===== src/rtl/vga_pkg.sv =====
// Shared VGA definitions for the caption renderers.
// Contents:
//   H_ACTIVE, V_ACTIVE : visible raster size in pixels / lines
//   rgb_t              : 4:4:4 colour word
//   WHITE, BLACK       : colour constants
//   state_t            : renderer FSM states
package vga_pkg;

  localparam int H_ACTIVE = 640;
  localparam int V_ACTIVE = 480;

  typedef logic [11:0] rgb_t;

  localparam rgb_t WHITE = 12'hFFF;
  localparam rgb_t BLACK = 12'h000;

  typedef enum logic {IDLE, SHIFT} state_t;

endpackage


===== src/rtl/scorename_renderer_glyph_shifter.sv =====
// glyph_shifter: holds one glyph row and walks it MSB-first.
// Ports:
//   clk, rst  : clock, synchronous active-high reset
//   load_i    : capture data_i, restart bit and scale counters
//   shift_i   : one pixel tick of progress (scale count, then shift)
//   clear_i   : drop the row (abort); wins over load and shift
//   data_i    : row bitmap, bit COLS-1 is leftmost
//   bit_o     : current pixel bit
//   done_o    : last tick of the last bit is in progress
module glyph_shifter #(
  parameter int COLS    = 44,
  parameter int H_SCALE = 1
) (
  input  logic            clk,
  input  logic            rst,
  input  logic            load_i,
  input  logic            shift_i,
  input  logic            clear_i,
  input  logic [COLS-1:0] data_i,
  output logic            bit_o,
  output logic            done_o
);

  localparam int BW = $clog2(COLS);
  localparam logic [BW-1:0] LAST_BIT = BW'(COLS - 1);
  localparam logic [1:0]    LAST_SC  = 2'(H_SCALE - 1);

  logic [COLS-1:0] shreg_q, shreg_d;
  logic [BW-1:0]   bitcnt_q, bitcnt_d;
  logic [1:0]      scnt_q, scnt_d;

  always_comb begin
    shreg_d  = shreg_q;
    bitcnt_d = bitcnt_q;
    scnt_d   = scnt_q;
    if (clear_i) begin
      shreg_d  = '0;
      bitcnt_d = '0;
      scnt_d   = '0;
    end else if (load_i) begin
      shreg_d  = data_i;
      bitcnt_d = '0;
      scnt_d   = '0;
    end else if (shift_i) begin
      if (scnt_q == LAST_SC) begin
        scnt_d   = '0;
        shreg_d  = shreg_q << 1;
        bitcnt_d = bitcnt_q + 1'b1;
      end else begin
        scnt_d = scnt_q + 1'b1;
      end
    end
  end

  always_ff @(posedge clk) begin
    if (rst) begin
      shreg_q  <= '0;
      bitcnt_q <= '0;
      scnt_q   <= '0;
    end else begin
      shreg_q  <= shreg_d;
      bitcnt_q <= bitcnt_d;
      scnt_q   <= scnt_d;
    end
  end

  assign bit_o  = shreg_q[COLS-1];
  assign done_o = (bitcnt_q == LAST_BIT) && (scnt_q == LAST_SC);

endmodule


===== src/rtl/scorename_renderer.sv =====
// scorename_renderer: draws the "SCORE" caption from the glyph ROM.
// The row for the current line is captured one pixel before X0, then
// shifted out MSB-first, each bit held H_SCALE pixel ticks. Outputs are
// registered, so the pixel for column X0+k appears the tick after hc==X0+k.
// Ports:
//   clk, rst   : clock, synchronous active-high reset
//   pix_en     : pixel tick qualifier
//   video_on   : active video; low during SHIFT aborts the row
//   hc, vc     : raster counters
//   rom_vc     : ROM row address (combinational copy of vc)
//   rom_data   : ROM row, bits COLS-1..0 used
//   text_on    : caption pixel lit
//   text_rgb   : FG when lit, else BG
//   busy       : FSM is in SHIFT (doubles as the state debug view)
module scorename_renderer
  import vga_pkg::*;
#(
  parameter int   X0      = 200,
  parameter int   Y0      = 100,
  parameter int   ROWS    = 16,
  parameter int   COLS    = 44,
  parameter int   H_SCALE = 1,
  parameter rgb_t FG      = WHITE,
  parameter rgb_t BG      = BLACK
) (
  input  logic        clk,
  input  logic        rst,
  input  logic        pix_en,
  input  logic        video_on,
  input  logic [10:0] hc,
  input  logic [10:0] vc,
  output logic [10:0] rom_vc,
  input  logic [46:0] rom_data,
  output logic        text_on,
  output logic [11:0] text_rgb,
  output logic        busy
);

  localparam logic [10:0] Y_LO    = 11'(Y0);
  localparam logic [10:0] Y_HI    = 11'(Y0 + ROWS);
  localparam logic [10:0] LOAD_HC = 11'(X0 - 1);

  state_t      state_q, state_d;
  logic        text_on_q, text_on_d;
  logic [11:0] text_rgb_q, text_rgb_d;
  logic        in_win;
  logic        ld, sh, clr;
  logic        cur_bit, done;

  generate
    if (COLS < 47) begin : g_unused_hi
      logic unused_rom_hi;
      assign unused_rom_hi = ^rom_data[46:COLS];
    end
  endgenerate

  assign rom_vc = vc;
  assign in_win = (vc >= Y_LO) && (vc < Y_HI);

  glyph_shifter #(
    .COLS    (COLS),
    .H_SCALE (H_SCALE)
  ) u_shifter (
    .clk     (clk),
    .rst     (rst),
    .load_i  (ld),
    .shift_i (sh),
    .clear_i (clr),
    .data_i  (rom_data[COLS-1:0]),
    .bit_o   (cur_bit),
    .done_o  (done)
  );

  always_comb begin
    state_d    = state_q;
    ld         = 1'b0;
    sh         = 1'b0;
    clr        = 1'b0;
    text_on_d  = text_on_q;
    text_rgb_d = text_rgb_q;
    case (state_q)
      IDLE: begin
        if (pix_en && in_win && (hc == LOAD_HC)) begin
          ld      = 1'b1;
          state_d = SHIFT;
        end
      end
      SHIFT: begin
        if (pix_en) begin
          if (!video_on) begin
            clr     = 1'b1;
            state_d = IDLE;
          end else begin
            sh = 1'b1;
            if (done) state_d = IDLE;
          end
        end
      end
      default: state_d = IDLE;
    endcase
    // Output reflects the state/bit before this tick's update: one tick latency.
    if (pix_en) begin
      text_on_d  = (state_q == SHIFT) && cur_bit && video_on;
      text_rgb_d = text_on_d ? FG : BG;
    end
  end

  always_ff @(posedge clk) begin
    if (rst) begin
      state_q    <= IDLE;
      text_on_q  <= 1'b0;
      text_rgb_q <= BG;
    end else begin
      state_q    <= state_d;
      text_on_q  <= text_on_d;
      text_rgb_q <= text_rgb_d;
    end
  end

  assign text_on  = text_on_q;
  assign text_rgb = text_rgb_q;
  assign busy     = (state_q == SHIFT);

endmodule


===== config.mk =====
export PLATFORM = sky130hd
export DESIGN_NAME = scorename_renderer
export DESIGN_NICKNAME = d
export VERILOG_FILES = /design/src/rtl/vga_pkg.sv /design/src/rtl/scorename_renderer_glyph_shifter.sv /design/src/rtl/scorename_renderer.sv
export SDC_FILE = /design/constraint.sdc
export NUM_CORES = 1
export LEC_CHECK = 0
export ABC_AREA = 1
export CORE_ASPECT_RATIO = 1.2
export CORE_MARGIN = 3
export CORE_UTILIZATION = 51
export DETAILED_ROUTE_END_ITERATION = 7
export PLACE_DENSITY = 0.95
export SLEW_MARGIN = 25
export SYNTH_ARGS = -nofsm -noshare
export SYNTH_HDL_FRONTEND = slang
export SYNTH_SLANG_ARGS = --single-unit

===== constraint.sdc =====
create_clock -name clk -period 3.4 [get_ports clk]
set_clock_uncertainty 0.2 [all_clocks]
set_input_delay 0.34 -clock clk [delete_from_list [all_inputs] [get_ports clk]]
set_output_delay 0.34 -clock clk [all_outputs]
set_load 0.1 [all_outputs]

## Word level (Yosys, flattened, before mapping)

Index checks and enable logic that the tools add are counted.

- Flip-flop bits (word level): 66
- Input bits: 73
- Output and inout bits: 25
- Logic and storage cells: 43

- Add/subtract/negate cells: 2
- Order comparisons: 2
- Eq/ne operators: 2
- Multiplexer cells: 17
- Bitwise logic cells: 1
- Reductions and logical operators: 13

Operators by type and width:

| operator | count |
|---|---|
| $mux W44 | 3 |
| $mux W12 | 1 |
| $eq A11 B8 Y1 const B | 1 |
| $ge A11 B7 Y1 const B | 1 |
| $lt A11 B7 Y1 const B | 1 |
| $mux W1 | 11 |
| $add A6 B1 Y6 const B | 1 |
| $eq A6 B6 Y1 const B | 1 |
| $logic_and A1 B1 Y1 | 6 |
| $reduce_and A2 Y1 | 2 |
| $reduce_bool A2 Y1 | 2 |
| $reduce_or A3 Y1 | 1 |
| $add A2 B1 Y2 const B | 1 |
| $logic_not A2 Y1 | 1 |
| $mux W2 | 1 |
| $pmux W1 S2 | 1 |
| $reduce_or A2 Y1 | 1 |
| $not A1 Y1 | 1 |

## Depth between registers and ports, before layout

- Depth in word-level cells: 8
- Depth in mapped cells: 10
- Gate-level depth less buffers: 9

## Hierarchy

Synthesis repeated with hierarchy kept, for this count alone.

- Cell total of the unflattened synthesis: 459
- Area, all modules: 2954.1 um^2

Modules (own cells, without submodules):

| module | instances | cells an instance | area each (um^2) | seq. area each (um^2) |
|---|---|---|---|---|
| glyph_shifter | 1 | 391 | 2556.2 | 1041.0 |
| scorename_renderer | 1 | 68 | 397.9 | 40.0 |

## Worst setup path before layout

No wires, ideal clock.

- Kind: register to register
- Start point: register state_q (netlist: busy)
- End point: register u_shifter.shreg_q[11]
- Library setup time: 0.070 ns
- Arrival: 2.051 ns
- Slack: 1.079 ns
- Stages on the path, launching flop included: 11
- Path buffers: 2
- Path through: dfxtp_1 nand2_1 nor2_2 nand2_1 inv_2 buf_4 buf_2 nand2_1 nand2_1 nand2_1 a21oi_1

- Word-level cells in the longest chain between the ends: 3
- Elaborated cells on any way between the ends: 8
- Classes of those cells: 4 x mux; 4 x reduce/logical

RTL lines:

| element | RTL line | RTL |
|---|---|---|
| start, declared | scorename_renderer.sv:43 | `state_t state_q, state_d;` |
| start signal, assigned | scorename_renderer.sv:114 | `state_q <= state_d;` |
| $mux W1 | scorename_renderer.sv:81 | `case (state_q)` |
| $reduce_bool A2 Y1 (no line) | n/a |  |
| $reduce_and A2 Y1 (no line) | n/a |  |
| end signal, assigned | scorename_renderer_glyph_shifter.sv:61 | `shreg_q <= shreg_d;` |
| end, declared | scorename_renderer_glyph_shifter.sv:28 | `logic [COLS-1:0] shreg_q, shreg_d;` |

Parallel ways exist; a longest one is shown, timed or not.
A chain may end at the register's enable or synchronous reset.

## Final worst setup path

- Start point: input pix_en
- End point: register u_shifter.shreg_q[41]

- Word-level cells in the longest chain between the ends: 6
- Elaborated cells on any way between the ends: 13
- Classes of those cells: 7 x mux; 6 x reduce/logical

RTL lines:

| element | RTL line | RTL |
|---|---|---|
| start, declared | scorename_renderer.sv:28 | `input logic pix_en,` |
| $logic_and A1 B1 Y1 (2 in series) | scorename_renderer.sv:83 | `if (pix_en && in_win && (hc == LOAD_HC)) begin` |
| $mux W1 | scorename_renderer.sv:83 |  |
| $mux W1 | scorename_renderer.sv:81 |  |
| $reduce_bool A2 Y1 (no line) | n/a |  |
| $reduce_and A2 Y1 (no line) | n/a |  |

Parallel ways exist; a longest one is shown, timed or not.

==> results.txt <==
Rel. slew slack -> 35.33%
Routed vias/inst -> 5.077
CTS tree -> done
Worst Hold Class -> reg -> reg
Initial Util -> 54.37%
Synth Register Bits -> 54
Core area -> 5818 um^2
Post-detail-place hpwl -> 5270 um
Share of layout cells above drive strength 1 -> 7.042%
FF-to-FF path depth -> 4
Yosys top cell area share -> 34.18%
IO Count -> 98
IO Port Bufs -> 90
Overflow after GRT -> 0
Yosys warns -> 0
Mapped Area -> 3163 um^2
Max H-tree Level -> 2
Post-synth top area cell -> dfxtp_1
Sequential fraction of the synthesis area -> 34.18%
Initial drt markers -> 171
Max-slew violation count -> 0
Finished Layout Cells -> 648
Largest net degree at the start of global routing -> 58
Die X -> 77.89 um
# DRC -> 0
Max-cap violation count -> 0
Clock sink count -> 54
Placer Congestion -> 0.8117
Status -> complete, no violations
Clock transition at path regs -> 0.09 ns
First-pass GRT wire length -> 12,850 um
DIE AREA -> 7187 um^2
Most frequent cells in the layout -> nand2_1, nand3_1, clkdlybuf4s50_1
Final setup violation count -> 0
Vias in the first global route -> 3,146
Row count -> 30
Post-synth cell types -> 22
WHS -> 0.2871 ns
Largest cells by area after synthesis -> dfxtp_1, nand2_1, nand3_1
Pwr dens -> 299.2 nW/um^2
Tot Pwr -> 0.001189 W
Syn_area_per_cell -> 6.106 um^2
Final WL -> 7521 um
CP max FO -> 32
Critical path class -> in -> reg
Period minus WS final -> 2.509 ns
Placed Instances -> 640
Pleak -> 1.778 nW
# diodes -> 0
P&R area growth vs syn -> 25.59%
Wire per inst -> 11.61 um
Fin nets -> 643
Critical Path RT -> 3.42 ns
Crit start category -> input port
Vias -> 3,290
Worst endpoint data arrival time -> 2.53 ns
# resized after CTS -> 0
Crit end category -> register
Number of buffers created by CTS -> 5
RSZ-0062 raised after global routing -> false
Skew-Pair Late Insertion Delay -> 0.31 ns
Fin crit share -> 73.78%
Chip height -> 92.27 um
Fmax -> 398.6 MHz
Detail Route Antenna Nets -> 0
Number of antenna violations at the first check in global routing -> 0
Clk buf depth -> 2
Actual transition at the worst max-transition pin -> 0.9670 ns
# Post-CTS Setup Buffers -> 0
Root buf cell -> clkbuf_8
Final TNS setup -> 0 ns
Final Hold Viols -> 0
Post-Synthesis Cells -> 518
Most common cell after layout, fill and taps aside -> nand2_1
DR pass1 iterations -> 4
Worst VDD drop -> 0.0002157 V
Post-CTS Hold Buffers -> 0
Hold path depth -> 2
Gr usage total -> 21.39%
Mapped Nets -> 594
[critical path, stage by stage]
cell	delay [ns]
clkdlybuf4s50_1	0.51
a31oi_1	0.26
clkinv_1	0.75
buf_4	0.48
a21oi_1	0.18
[power by group]
part / switching (W) / internal [W] / total, W
combinational: 0.0000911 / 0.0000845 / 0.000176
clock: 0.000212 / 0.000169 / 0.000381
sequential: 0.00000000133 / 0.000632 / 0.000632
[kinds of logic after synthesis]
logic type,count (synthesis),share of synthesized area (%)
adder cells (fa/ha/maj),3,1.187
XOR/XNOR,1,0.2769
AND/OR/NAND/NOR,283,37.97
AO/OA/AOI/OAI,58,9.217
flip-flops,54,34.18
buffers and inverters,119,17.17
[cells in the mapped netlist, drive strengths merged]
library cell  count
a21oi            51
a31oi             1
buf              35
clkbuf           19
clkinv            1
dfxtp            54
ha                3
inv              64
nand2           172
nand3            89
nand3b            1
nand4             1
nor2             15
nor3              3
nor3b             2
o21ai             6
xor2              1
[area by class of cell]
class | count | area (um^2)
inverters | 65 | 244.0
flip-flops and latches | 54 | 1081
well taps | 80 | 100.1
fillers | 502 | 1846
clock buffers | 7 | 86.33
repair buffers | 96 | 903.4
clock inverters | 1 | 8.758
multi-input cells | 345 | 1549
[flip-flops by register name (all words and copies together), names as in the netlist]
register and flops:
busy 1, text_rgb 1, u_shifter.scnt_q 2, u_shifter.shreg_q 44, u_shifter.bitcnt_q 6
[metrics by stage]
stage	util, %	setup WS (ns)	cell area (um^2)
6_report	68.28	0.8915	3973
5_1_grt	68.28	0.7572	3973
4_1_cts	68.28	0.9027	3973
3_5_place_dp	66.65	0.6477	3877
3_3_place_gp	66.65	0.6880	3877
2_1_floorplan	-	1.079	3163
[path summary, 6_finish.rpt]
check | from | to | slack (ns)
min | u_shifter.shreg_q[42] | u_shifter.shreg_q[42] | 0.29
max | pix_en | u_shifter.shreg_q[41] | 0.89
min reg2reg | u_shifter.shreg_q[42] | u_shifter.shreg_q[42] | 0.29
max reg2reg | busy | u_shifter.shreg_q[41] | 1.11
[routing by layer]
| layer | GRT usage, % | part of all wire [%] | vias to the layer above |
|---|---|---|---|
| met5 | 0 | 0 | - |
| met4 | 7.143 | 1.2 | 0 |
| met3 | 3.831 | 6.4 | 10 |
| met2 | 42.29 | 53 | 113 |
| met1 | 22.10 | 40 | 1463 |
| li1 | - | - | 1704 |
(Power assumes the default switching activity.)
